`src/rtl/datapath_pkg.sv`:
```
// Shared datapath definitions: XLEN, select-width helper and the forwarding
// select encoding reused by 3-input forwarding muxes.
package datapath_pkg;

  localparam int XLEN = 32;

  typedef enum logic [1:0] {
    FWD_NONE = 2'd0,
    FWD_MEM  = 2'd1,
    FWD_WB   = 2'd2
  } fwd_sel_e;

  // Select field width for an n-input mux; never narrower than one bit.
  function automatic int sel_width(input int n);
    int w;
    w = $clog2(n);
    if (w < 32'sd1) begin
      return 32'sd1;
    end else begin
      return w;
    end
  endfunction

endpackage

```
`src/rtl/muxn_comb.sv`:
```
// Combinational N-input select: picks one WIDTH-bit slice of the packed input
// bus and flags select codes with no corresponding input.
module muxn_comb
  import datapath_pkg::*;
#(
  parameter int WIDTH  = XLEN,
  parameter int NUM_IN = 3,
  parameter int SEL_W  = sel_width(NUM_IN)
) (
  input  logic [NUM_IN*WIDTH-1:0] mux_in,
  input  logic [SEL_W-1:0]        mux_sel,
  output logic [WIDTH-1:0]        mux_out,
  output logic                    illegal
);

  logic [WIDTH-1:0] words_s [NUM_IN];

  for (genvar k = 0; k < NUM_IN; k++) begin : g_unpack
    assign words_s[k] = mux_in[k*WIDTH +: WIDTH];
  end

  // Select the addressed word; codes past the last input yield zero and raise
  // illegal. For power-of-two NUM_IN the compare is constant true.
  always_comb begin
    mux_out = '0;
    illegal = 1'b0;
    if (int'(mux_sel) < NUM_IN) begin
      mux_out = words_s[mux_sel];
      illegal = 1'b0;
    end else begin
      mux_out = '0;
      illegal = 1'b1;
    end
  end

endmodule

```
`src/rtl/muxn_pipe.sv`:
```
// Registered N-input select with valid/ready handshake, flush, and
// illegal-select accounting (sticky flag plus saturating counter).
module muxn_pipe
  import datapath_pkg::*;
#(
  parameter int WIDTH     = XLEN,
  parameter int NUM_IN    = 3,
  parameter int SEL_W     = sel_width(NUM_IN),
  parameter int ERR_CNT_W = 8
) (
  input  logic                    i_clk,
  input  logic                    i_rst,
  input  logic [NUM_IN*WIDTH-1:0] i_mux_in,
  input  logic [SEL_W-1:0]        i_mux_sel,
  input  logic                    i_valid,
  output logic                    o_ready,
  output logic [WIDTH-1:0]        o_mux_out,
  output logic                    o_valid,
  input  logic                    i_ready,
  input  logic                    i_flush,
  output logic                    o_sel_err,
  output logic                    o_err_sticky,
  input  logic                    i_err_clr,
  output logic [ERR_CNT_W-1:0]    o_err_cnt
);

  logic [WIDTH-1:0]     sel_data_s;
  logic                 illegal_s;
  logic                 accept_s;
  logic [ERR_CNT_W-1:0] cnt_inc_s;

  logic [WIDTH-1:0]     out_r;
  logic                 valid_r;
  logic                 sel_err_r;
  logic                 sticky_r;
  logic [ERR_CNT_W-1:0] cnt_r;

  muxn_comb #(
    .WIDTH  (WIDTH),
    .NUM_IN (NUM_IN),
    .SEL_W  (SEL_W)
  ) u_comb (
    .mux_in  (i_mux_in),
    .mux_sel (i_mux_sel),
    .mux_out (sel_data_s),
    .illegal (illegal_s)
  );

  // The stage can take a new word whenever it is empty or being drained.
  assign o_ready  = !valid_r || i_ready;
  assign accept_s = i_valid && o_ready && !i_flush;

  // Saturating increment: the counter sticks at all-ones instead of wrapping.
  always_comb begin
    if (&cnt_r) begin
      cnt_inc_s = cnt_r;
    end else begin
      cnt_inc_s = cnt_r + ERR_CNT_W'(1);
    end
  end

  // Output stage: flush beats accept, accept beats hold, consume clears valid.
  always_ff @(posedge i_clk or posedge i_rst) begin
    if (i_rst) begin
      out_r     <= '0;
      valid_r   <= 1'b0;
      sel_err_r <= 1'b0;
    end else if (i_flush) begin
      valid_r   <= 1'b0;
      sel_err_r <= 1'b0;
    end else if (accept_s) begin
      out_r     <= sel_data_s;
      valid_r   <= 1'b1;
      sel_err_r <= illegal_s;
    end else if (i_ready) begin
      valid_r   <= 1'b0;
    end else begin
      valid_r   <= valid_r;
    end
  end

  // Error accounting; an accepted illegal select overrides a same-cycle clear.
  always_ff @(posedge i_clk or posedge i_rst) begin
    if (i_rst) begin
      sticky_r <= 1'b0;
      cnt_r    <= '0;
    end else if (accept_s && illegal_s) begin
      sticky_r <= 1'b1;
      cnt_r    <= i_err_clr ? ERR_CNT_W'(1) : cnt_inc_s;
    end else if (i_err_clr) begin
      sticky_r <= 1'b0;
      cnt_r    <= '0;
    end else begin
      sticky_r <= sticky_r;
      cnt_r    <= cnt_r;
    end
  end

  assign o_mux_out    = out_r;
  assign o_valid      = valid_r;
  assign o_sel_err    = sel_err_r;
  assign o_err_sticky = sticky_r;
  assign o_err_cnt    = cnt_r;

endmodule

```
`config.mk`:
```
export PLATFORM = sky130hd
export DESIGN_NAME = muxn_pipe
export DESIGN_NICKNAME = d
export VERILOG_FILES = /design/src/rtl/datapath_pkg.sv /design/src/rtl/muxn_comb.sv /design/src/rtl/muxn_pipe.sv
export SDC_FILE = /design/constraint.sdc
export NUM_CORES = 1
export LEC_CHECK = 0
export BUFFER_PORTS_ARGS = -buffer_cell sky130_fd_sc_hd__clkbuf_2
export CORE_UTILIZATION = 40
export CTS_CLUSTER_DIAMETER = 150
export DETAILED_ROUTE_END_ITERATION = 12
export PLACE_DENSITY_LB_ADDON = 0.1
export SYNTH_ARGS = -nofsm -noshare
export SYNTH_HDL_FRONTEND = slang
export SYNTH_SLANG_ARGS = --single-unit
```
`constraint.sdc`:
```
create_clock -name i_clk -period 2.2 [get_ports i_clk]
set_input_delay 0.22 -clock i_clk [delete_from_list [all_inputs] [get_ports i_clk]]
set_output_delay 0.22 -clock i_clk [all_outputs]
set_load 0.01 [all_outputs]
```
==> impl_results.md <==
- Buffers plus inverters on the worst setup path: 1
- Ordered cell list for the critical path: nor2b_1 -> or3_1 -> buf_4 -> o41ai_1 -> a21oi_1
- Endpoint arrival time on the critical path: 2040 ps
- DRC marker count from the first detailed-route iteration: 71
- Total of endpoints with negative setup slack in the final report: 0
- Global-route wire length before repair: 10,100 um
- Post-synthesis net count: 379
- Crit-path slowest cell: sky130_fd_sc_hd__or3_1
- Post-cts resize count: 0
- Die width: 78.5 um
- Port buffer count: 147
- Final number of max-transition violations: 0
- Internal power consumption: 1.39 mW
- Chip height: 78.5 um
- Final Cell Area: 3270 sq um
- All-layer global routing usage: 0.210
- Routability-driven placement congestion ratio: 0.784
- Element type at the critical path end: flop
- P_sw: 0.578 mW
- Total number of yosys warnings: 0
- Total inserted antenna cells: 0
- Number of vias per cell after detailed routing: 4.86
- DP HPWL: 4640 um
- Final global-route overflow total: 0
- Relative slew slack: 0.632
- Time the worst path needs with I/O delays and setup: 1860 ps
- Maximum count of clock buffers along a single path: 2
- Pwr dens: 603 nW/um^2
- Portion of the post-synthesis area used by sequential elements: 0.459
- Layout overhead on the synthesized area: 39.5%
- Cell count after synthesis: 274
- Effective utilization at floorplan: 0.420
- Tightest Pin Transition: 552 ps
- Final-layout worst hold slack: 96.7 ps
- Worst-path maximum fanout: 10
- Leakage power: 1.77 nW
- Standard-cell rows: 27
- Post-place instance area: 3150 sq um
- Net total in the final layout: 520
- Class of the most critical hold timing path: in -> reg
- Largest clock skew in the final design: 11.4 ps
- Routed Antenna Nets: 0
- Commonest non-fill, non-tap cell in the layout: sky130_fd_sc_hd__clkbuf_2
- CP peak stage delay: 470 ps
- Area of the core region: 5570 sq um
- Category of the critical setup timing path: reg -> reg
- Sequential power share: 0.474
- Setup tns final: 0 ps
- Outcome: finished clean
- Count of flip-flops with a built-in enable after synthesis: 0
- Clock-pin slew of the registers on the worst-case setup and hold paths: 90 ps
- Number of buffers inserted by post-CTS setup repair: 0
- Count of cells along the worst register-to-register path: 5
- Synthesized area per cell: 8.55 sq um
- CTS tree: built
- Proportion of power drawn by combinational gates: 0.242
- Hold path startpoint: i_flush
- Final-report hold violation count: 0
- Vias: 2,370
- Final Routed Wirelength: 6090 um
- Number of H-tree levels: 2
- Antenna violations before repair: 0
- Number of hold buffers added after CTS: 1
- #FFs+latches synth: 43
- F_max: 536 MHz
- Ratio of final minimum period to clock period: 0.847
- Worst skew pair latency: 300 ps
- Routed length per placed instance: 12.5 um
- Beginning of the worst register-to-register path: o_valid
- Required time worst endpoint: 2380 ps
- Clock tree sinks: 43
- Levels on crit path: 5
- Relative contribution of the clock network to total power: 0.284
- Critical path origin: o_valid
- RSZ-0062 raised after global routing: no
- Clock tree root driver cell: sky130_fd_sc_hd__clkbuf_8
- Pin count of the biggest net entering global routing: 41
- Commonest cells after routing, fill and taps aside: sky130_fd_sc_hd__clkbuf_2, sky130_fd_sc_hd__dfrtp_1, sky130_fd_sc_hd__nand2_1
- Top delay family on crit path: simple AND/OR/NAND/NOR gates
- I/O pins: 148
- Sw Share: 0.293
- Number of design rule violations left after detail routing: 0
- Distinct cells, synth: 28
- Number of buffers inserted during clock tree synthesis: 5
- Worst hold path depth: 2
- Via count of the first global-routing pass: 2,241
- Worst setup SP type: flop
- Most common flop cell mapped by yosys: sky130_fd_sc_hd__dfrtp_1
- Synth async-reset ratio: 1.00
- First drt pass iteration count: 6
- IR Drop Worst-Case VDD: 0.000281 V
- Fraction of final layout cells with drive strength greater than 1: 0.401
- Die outline area: 6170 sq um
- Max-cap check violation count: 0
- Netlist area before placement: 2340 sq um
- Final core utilization: 0.586
-- per-layer routing --
metal	vias to the layer above	share of wire	global-route usage
li1	1226	-	-
met1	1043	0.45	0.264
met2	93	0.48	0.352
met3	8	0.064	0.0512
met4	0	0.013	0.0667
met5	-	0	0
-- kinds of logic (layout without fill, tap and decap cells) --
family          Yosys count  count (layout)  share of synthesized area
simple gates             93              93                      0.169
compound gates           77              77                      0.178
flops                    43              43                      0.459
mux                      33              33                      0.141
buf+inv                  27             169                     0.0475
fa+ha+maj                 1               1                    0.00534
-- stage by stage --
| step | setup WS, ps | power (mW) | cells |
|---|---|---|---|
| 3_3_place_gp | 411 | 1.42 | 479 |
| 2_1_floorplan | 397 | 1.19 | 274 |
| 3_5_place_dp | 360 | 1.44 | 479 |
| 6_report | 336 | 1.97 | 488 |
| 4_1_cts | 354 | 1.99 | 488 |
| 5_1_grt | 230 | 2.10 | 488 |
-- worst reg2reg max path, stage by stage, from the launching register on --
cell and delay [ps]:
sky130_fd_sc_hd__dfrtp_1 390, sky130_fd_sc_hd__nor2b_1 170, sky130_fd_sc_hd__or3_1 470, sky130_fd_sc_hd__buf_4 210, sky130_fd_sc_hd__o41ai_1 390, sky130_fd_sc_hd__a21oi_1 110
-- cells in the mapped netlist, types with 3 or more instances --
library cell                n  area (sq um)
sky130_fd_sc_hd__inv_1      5          18.8
sky130_fd_sc_hd__buf_2      5          25.0
sky130_fd_sc_hd__clkbuf_1  15          56.3
sky130_fd_sc_hd__or3_1      3          18.8
sky130_fd_sc_hd__mux2i_1   32           320
sky130_fd_sc_hd__nand2_1   38           143
sky130_fd_sc_hd__dfrtp_1   43          1080
sky130_fd_sc_hd__nor2_1    37           139
sky130_fd_sc_hd__o41ai_1    4          35.0
sky130_fd_sc_hd__o21ai_0   34           170
sky130_fd_sc_hd__a21oi_1   34           170
sky130_fd_sc_hd__nor2b_1    3          18.8
-- power groups by stage --
stage,Sequential (mW),Clock (mW),Combinational (mW)
CTS,0.935,0.573,0.486
global placement,0.948,0,0.476
global route,0.948,0.604,0.545
finish,0.934,0.559,0.478
detailed placement,0.949,0,0.487
floorplan,0.993,0,0.199
-- worst paths after layout --
check / endpoint / slack [ps]
setup / recovery: o_err_cnt[6] / 340
setup reg to reg: o_err_cnt[6] / 340
max in group asynchronous: o_mux_out[3] / 1230
hold / removal: o_valid / 100
min in group asynchronous: o_err_sticky / 430
hold reg to reg: o_mux_out[17] / 480
-- state kept, by name, indices dropped and copies added, names as in the netlist --
register and count:
o_valid 1, o_err_sticky 1, o_sel_err 1, o_err_cnt 8, o_mux_out 32
-- layout make-up --
cell class / count / area (sq um)
clock buffers: 7 / 96.3
clock inverters: 1 / 7.51
fillers: 534 / 2310
inverters: 5 / 18.8
multi-input cells: 204 / 1160
flip-flops and latches: 43 / 1080
well taps: 72 / 90.1
repair buffers: 156 / 818
Power figures use the tool's default switching activity.
